===== src/rtl/axis_pulse_gen.sv =====
// AXI4-Stream rectangular pulse source: zero baseline, a latched amplitude for a
// configured number of accepted beats, a first-beat trigger strobe and a delivered-beat count.
module axis_pulse_gen #(
    parameter int unsigned CNTR_WIDTH       = 64,
    parameter int unsigned AXIS_TDATA_WIDTH = 16
) (
    input  logic                        aclk,
    input  logic                        areset,
    input  logic                        run_flag,
    input  logic                        cfg_flag,
    input  logic [CNTR_WIDTH-1:0]       cfg_data,
    input  logic [AXIS_TDATA_WIDTH-1:0] cfg_amp,
    output logic                        trg_flag,
    output logic [CNTR_WIDTH-1:0]       sts_data,
    output logic [AXIS_TDATA_WIDTH-1:0] m_axis_tdata,
    output logic                        m_axis_tvalid,
    input  logic                        m_axis_tready
);

    typedef enum logic [0:0] {
        ST_IDLE  = 1'b0,
        ST_PULSE = 1'b1
    } state_t;

    localparam logic [CNTR_WIDTH-1:0]       CNT_ZERO  = {CNTR_WIDTH{1'b0}};
    localparam logic [CNTR_WIDTH-1:0]       CNT_ONE   = {{(CNTR_WIDTH-1){1'b0}}, 1'b1};
    localparam logic [AXIS_TDATA_WIDTH-1:0] DATA_ZERO = {AXIS_TDATA_WIDTH{1'b0}};

    state_t                        state_q,     state_d;
    logic                          cfg_flag_q,  cfg_flag_d;
    logic [CNTR_WIDTH-1:0]         remaining_q, remaining_d;
    logic [AXIS_TDATA_WIDTH-1:0]   amp_q,       amp_d;
    logic [AXIS_TDATA_WIDTH-1:0]   tdata_q,     tdata_d;
    logic                          tvalid_q,    tvalid_d;
    logic                          trg_q,       trg_d;
    logic [CNTR_WIDTH-1:0]         sts_q,       sts_d;

    logic start_s;
    logic start_ok_s;
    logic beat_s;
    logic last_beat_s;

    assign start_s     = cfg_flag & ~cfg_flag_q;
    assign start_ok_s  = run_flag & start_s & (cfg_data != CNT_ZERO);
    assign beat_s      = tvalid_q & m_axis_tready;
    assign last_beat_s = beat_s & (remaining_q == CNT_ONE);

    // Next-state and registered-output logic for the idle/pulse machine.
    always_comb begin
        state_d     = state_q;
        cfg_flag_d  = cfg_flag;
        remaining_d = remaining_q;
        amp_d       = amp_q;
        tdata_d     = tdata_q;
        tvalid_d    = run_flag;
        trg_d       = 1'b0;
        sts_d       = sts_q;

        case (state_q)
            ST_IDLE: begin
                if (start_ok_s) begin
                    remaining_d = cfg_data;
                    amp_d       = cfg_amp;
                    sts_d       = CNT_ZERO;
                    tdata_d     = cfg_amp;
                    state_d     = ST_PULSE;
                end else begin
                    tdata_d     = DATA_ZERO;
                end
            end
            ST_PULSE: begin
                // A beat accepted in the same cycle run_flag drops still counts as delivered.
                if (beat_s && (remaining_q != CNT_ZERO)) begin
                    sts_d       = sts_q + CNT_ONE;
                    remaining_d = remaining_q - CNT_ONE;
                    trg_d       = (sts_q == CNT_ZERO);
                end else begin
                    sts_d       = sts_q;
                    remaining_d = remaining_q;
                end
                if (!run_flag || last_beat_s) begin
                    state_d = ST_IDLE;
                    tdata_d = DATA_ZERO;
                end else begin
                    tdata_d = amp_q;
                end
            end
            default: begin
                state_d = ST_IDLE;
                tdata_d = DATA_ZERO;
            end
        endcase
    end

    // State and output registers with asynchronous reset.
    always_ff @(posedge aclk or posedge areset) begin
        if (areset) begin
            state_q     <= ST_IDLE;
            cfg_flag_q  <= 1'b0;
            remaining_q <= CNT_ZERO;
            amp_q       <= DATA_ZERO;
            tdata_q     <= DATA_ZERO;
            tvalid_q    <= 1'b0;
            trg_q       <= 1'b0;
            sts_q       <= CNT_ZERO;
        end else begin
            state_q     <= state_d;
            cfg_flag_q  <= cfg_flag_d;
            remaining_q <= remaining_d;
            amp_q       <= amp_d;
            tdata_q     <= tdata_d;
            tvalid_q    <= tvalid_d;
            trg_q       <= trg_d;
            sts_q       <= sts_d;
        end
    end

    assign trg_flag      = trg_q;
    assign sts_data      = sts_q;
    assign m_axis_tdata  = tdata_q;
    assign m_axis_tvalid = tvalid_q;

endmodule

===== config.mk =====
export PLATFORM = sky130hd
export DESIGN_NAME = axis_pulse_gen
export DESIGN_NICKNAME = d
export VERILOG_FILES = /design/src/rtl/axis_pulse_gen.sv
export SDC_FILE = /design/constraint.sdc
export NUM_CORES = 1
export LEC_CHECK = 0
export CAP_MARGIN = 20
export CORE_UTILIZATION = 50
export CTS_CLUSTER_SIZE = 25
export DETAILED_ROUTE_END_ITERATION = 7
export GPL_ROUTABILITY_DRIVEN = 1
export PLACE_DENSITY = 0.82
export SYNTH_ARGS = -nofsm -noshare
export SYNTH_HDL_FRONTEND = slang
export SYNTH_SLANG_ARGS = --single-unit

===== constraint.sdc =====
create_clock -name aclk -period 14 [get_ports aclk]
set_input_delay 3.5 -clock aclk [delete_from_list [all_inputs] [get_ports aclk]]
set_output_delay 3.5 -clock aclk [all_outputs]
set_load 0.1 [all_outputs]

Word-level counts from Yosys, hierarchy flattened
Index checks and enable logic that the tools add are counted.
{ "word_totals": {"ff_bits": 164, "elab_cells": 42} }
{ "classes": {"n_addsub": 2, "eq_ne": 3, "muxes": 14, "n_bitwise": 7, "reduce_logical": 8} }
{ "op_table": {"columns": ["operator", "count"], "rows": [
  ["2-to-1 mux 64 bit", 4],
  ["case mux 64 bit (2 select lines)", 2],
  ["nonzero test 64 bit", 2],
  ["adder 64 x 1 -> 64 bit (second input constant)", 1],
  ["== test 64 x 1 -> 1 bit (second input constant)", 1],
  ["zero test 64 bit", 1],
  ["subtractor 64 x 1 -> 64 bit (second input constant)", 1],
  ["2-to-1 mux 16 bit", 2],
  ["case mux 16 bit (2 select lines)", 1],
  ["AND 1 bit", 5],
  ["2-to-1 mux 1 bit", 4],
  ["AND reduction 2 bit", 2],
  ["inequality test 2 x 1 -> 1 bit (second input constant)", 1],
  ["inequality test 2 bit (second input constant)", 1],
  ["NOT 1 bit", 2],
  ["case mux 1 bit (2 select lines)", 1],
  ["logical AND 1 bit", 1],
  ["zero test 1 bit", 1],
  ["logical OR 1 bit", 1]
]} }

Longest topological paths before layout
{ "depth": {"word_depth": 6, "mapped_depth": 11} }

Worst setup path after synthesis
OpenSTA, ideal clock, no wires.
{ "synth_path": {"path_type": "input to register", "startpoint": "input port cfg_data[61]", "endpoint": "register sts_q[5], in the netlist sts_data[5]", "setup_ps": 113, "arrival_ps": 5591, "path_slack_ps": 8296, "cell_stages": 9, "path_cell_list": "nor4_1 -> nand4_1 -> or4_1 -> nand2_1 -> clkbuf_1 -> clkbuf_1 -> clkbuf_1 -> o311ai_0 -> o41ai_1"} }
{ "synth_via": {"elab_chain_len": 4} }
{ "synth_lines": {"columns": ["item", "line_no", "rtl"], "rows": [
  ["start: declaration", "11", "input logic [CNTR_WIDTH-1:0] cfg_data,"],
  ["nonzero test 64 bit", "44", "assign start_ok_s = run_flag & start_s & (cfg_data != CNT_ZERO);"],
  ["AND 1 bit", "44", null],
  ["inequality test 2 bit (no line)", null, null],
  ["AND reduction 2 bit (no line)", null, null],
  ["end signal: assignment", "114", "sts_q <= sts_d;"],
  ["end: declaration", "36", "logic [CNTR_WIDTH-1:0] sts_q, sts_d;"]
]} }
Every way passes these cells.
A chain may end at the register's enable or synchronous reset.

Worst setup path in the final report
{ "layout_path": {"startpoint": "input port cfg_data[42]", "endpoint": "register remaining_q[39]"} }
{ "layout_via": {"elab_chain_len": 4} }
{ "layout_lines": {"columns": ["item", "line_no", "rtl"], "rows": [
  ["nonzero test 64 bit", "44", null],
  ["AND 1 bit", "44", null],
  ["inequality test 2 bit (no line)", null, null],
  ["AND reduction 2 bit (no line)", null, null],
  ["end signal: assignment", "109", "remaining_q <= remaining_d;"],
  ["end: declaration", "31", "logic [CNTR_WIDTH-1:0] remaining_q, remaining_d;"]
]} }
Every way passes these cells.

==> results by group <==
Synth
  – Ys Warns: 0
  – Cell variety after synth: 66
  – Yosys reg bits: 164
  – Share of the synthesized area in the top cell type: 43.8%
  – Synth area leader: dfrtp_1
  – Post-synthesis cell count: 1073
  – Post-synth EDFFs: 0
  – Post-synthesis sequential area ratio: 43.8%
  – Top_reg_cell synth: dfrtp_1
  – Synthesized area: 9380 µm²
  – Syn_nets: 1162
  – Avg Synthesized Cell Area: 8.74 µm²
  – FFs w/ async S/R, synth: 100%
  – Synth top area cells: dfrtp_1 (44%), nand2_1 (5.3%), a21oi_1 (3.8%), nor4_1 (3.7%), or3_1 (2.9%)

Die
  – Die area: 19300 µm²
  – Die height: 139 µm
  – Std cell rows: 49
  – # IOs: 167
  – Initial cell density of the core: 51.7%
  – Core area: 18100 µm²
  – Die X: 139 µm

Detailed routing
  – Via density: 6.88
  – ANT nets after route: 0
  – DR vias: 9888
  – DR pass1 iterations: 7
  – WL final: 29600 µm
  – Final routed DRC violation total: 14
  – Starting DRC count in detailed routing: 1221
  – Wire length per cell: 20.6 µm

Hold path
  – Hold Path Class: reg2reg
  – Worst hold path depth: 2

Clocking
  – Max clock buf depth: 2
  – TritonCTS buffer count: 17
  – Hold buffers post-CTS: 0
  – Post-cts sizing count: 0
  – H-tree levels: 4
  – TritonCTS clock tree: done
  – Clock transition at path regs: 0.06 ns
  – Clock sinks: 164
  – Clock root cell: clkbuf_16
  – Clock latency at the later pin of the worst-skew pair: 0.43 ns
  – # Post-CTS Setup Buffers: 0

STA
  – Slew margin rel.: 21.5%
  – RSZ-0062 raised after global routing: no
  – # setup viols final: 0
  – Final Hold Fails: 0
  – Period utilization: 50.3%
  – Fmax: 142 MHz
  – Worst Tran Pin Value: 1.17 ns
  – Setup tns final: 0 ns
  – Clk_skew: 0.00990 ns
  – Tmin final: 7.05 ns
  – Max-slew violations: 0
  – Worst hold margin: 0.472 ns

Power and ir drop
  – Power density over the cells: 120 nW/µm²
  – Static Leakage: 4.45 nW
  – Worst vdd rail ir drop: 0.0930 mV

Setup path
  – R2R cell count: 9
  – CP required: 14.31 ns
  – Arrival time worst endpoint: 7.36 ns
  – Crit path buf inv count: 2
  – Worst Setup End Kind: register
  – Slowest CP cell: nor4_1
  – CP peak stage delay: 0.99 ns
  – Crit path max fanout: 83
  – Cells along the critical path: clkdlybuf4s50_1 -> nor4_1 -> nand4_1 -> or4_1 -> nand2_2 -> buf_4 -> nand2_1 -> o211a_1
  – Critical path class: in2reg
  – Top delay family on crit path: simple AND/OR/NAND/NOR gates
  – Startpoint Class: input port
  – Worst path depth: 8

Final layout
  – Finished Core Util: 65.0%
  – Share of layout cells above drive strength 1: 5.29%
  – Reg area: 4110 µm²
  – Diodes inserted: 0
  – Area delta synth->final: 25.7%
  – Filler cell count: 1509
  – Final nets: 1285
  – Multi-input logic area: 4920 µm²
  – Final Non-Filler Cells: 1438

Global routing
  – M3 GR Usage: 7.32%
  – Largest net degree at the start of global routing: 106
  – Vias in the first global route: 9131
  – Global-route wire length before repair: 47700 µm
  – GRT Total Usage: 30.6%
  – Final global-route overflow total: 0
  – Number of antenna violations at the first check in global routing: 2
  – Met1 usage: 42.4%
  – Busiest grt layer: met2
  – Met2 GRT Util: 45.9%

Placement
  – I/O Buffers: 166
  – Cell count after placement: 1406
  – Final HPWL DP: 20000 µm
  – Routability Congestion: 0.909

Status
  – Outcome: finished, violations left
  – Failing checks: DRC

Run
  – Max-Cap Viols: 0
where the power goes:
group / leakage, nW / switching [W] / internal, W
Clock: 0.306 / 0.000198 / 0.000314
Sequential: 2.11 / 0.0000909 / 0.000547
Combinational: 2.04 / 0.000155 / 0.000115
metrics by stage:
step / area, µm² / setup WS (ns) / total power (W)
final: 11800 / 6.95 / 0.00142
after global routing: 11800 / 7.03 / 0.00148
after CTS: 11800 / 7.23 / 0.00141
after detailed placement: 11100 / 6.80 / 0.000905
after global placement: 11100 / 6.81 / 0.000894
after floorplan: 9380 / 6.07 / 0.000809
cell usage after synthesis, drive strengths merged, types with 13 or more instances:
cell     instances
dfrtp          164
nand2          132
a21oi           72
nor2            60
nor4            57
nor3            53
clkbuf          51
or3             44
o21ai           42
nand4           37
or4             36
nand3           29
o31ai           25
buf             22
inv             22
a31oi           18
o22a            16
o22ai           16
o2bb2ai         14
a221o           13
cell usage in the layout (no fill, tap or decap), types with 16 or more instances in the layout:
| master | n |
|---|---|
| o21ai_0 | 41 |
| o31ai_1 | 25 |
| o22a_1 | 16 |
| nor4_1 | 56 |
| a21oi_1 | 71 |
| a31oi_1 | 18 |
| inv_1 | 20 |
| nor3_1 | 53 |
| nand4_1 | 37 |
| nand3_1 | 29 |
| or4_1 | 35 |
| clkdlybuf4s50_1 | 166 |
| o22ai_1 | 16 |
| or3_1 | 43 |
| nor2_1 | 59 |
| dfrtp_1 | 163 |
| nand2_1 | 131 |
| clkbuf_16 | 17 |
worst min-delay path, stage by stage (launching register included):
cell and delay [ns]:
dfrtp_1 0.34, nand2_1 0.05, nand2_1 0.05
per-layer routing:
metal  routed length [µm]  vias to the layer above
li1                     -                     4424
met1                12200                     4733
met2                13500                      649
met3                 3090                       78
met4                  821                        4
met5                   23                        -
state kept, by name, summed over array words and instances, names as in the netlist:
register and cells:
remaining_q 64, sts_data 64, amp_q 16, m_axis_tdata 16, cfg_flag_q 1, m_axis_tvalid 1
state_q 1, trg_flag 1
path summary, 6_finish.rpt:
| kind | end | startpoint | slack, ns |
|---|---|---|---|
| min in group asynchronous | sts_data[17] | areset | 3.67 |
| worst max-delay path | remaining_q[39] | cfg_data[42] | 6.95 |
| worst min-delay path | m_axis_tdata[1] | amp_q[1] | 0.47 |
| max in group asynchronous | state_q | areset | 8.95 |
| worst min register to register | m_axis_tdata[1] | amp_q[1] | 0.47 |
| worst max register to register | remaining_q[39] | remaining_q[0] | 9.97 |
final cells by class:
class | count | area share, %
multi-input cells | 814 | 41.8
flip-flops and latches | 164 | 34.8
repair buffers | 177 | 14.8
inverters | 22 | 0.743
well taps | 229 | 2.43
clock buffers | 21 | 3.99
clock inverters | 11 | 1.47
cells by family after synthesis:
family / after synthesis / share of synthesized area, %
simple gates: 494 / 27.9
compound gates: 304 / 22.6
flops: 164 / 43.8
buf+inv: 95 / 4.03
xor+xnor: 9 / 0.840
fa+ha+maj: 4 / 0.534
mux: 3 / 0.320
No activity file was read; power rests on OpenSTA's default activity.
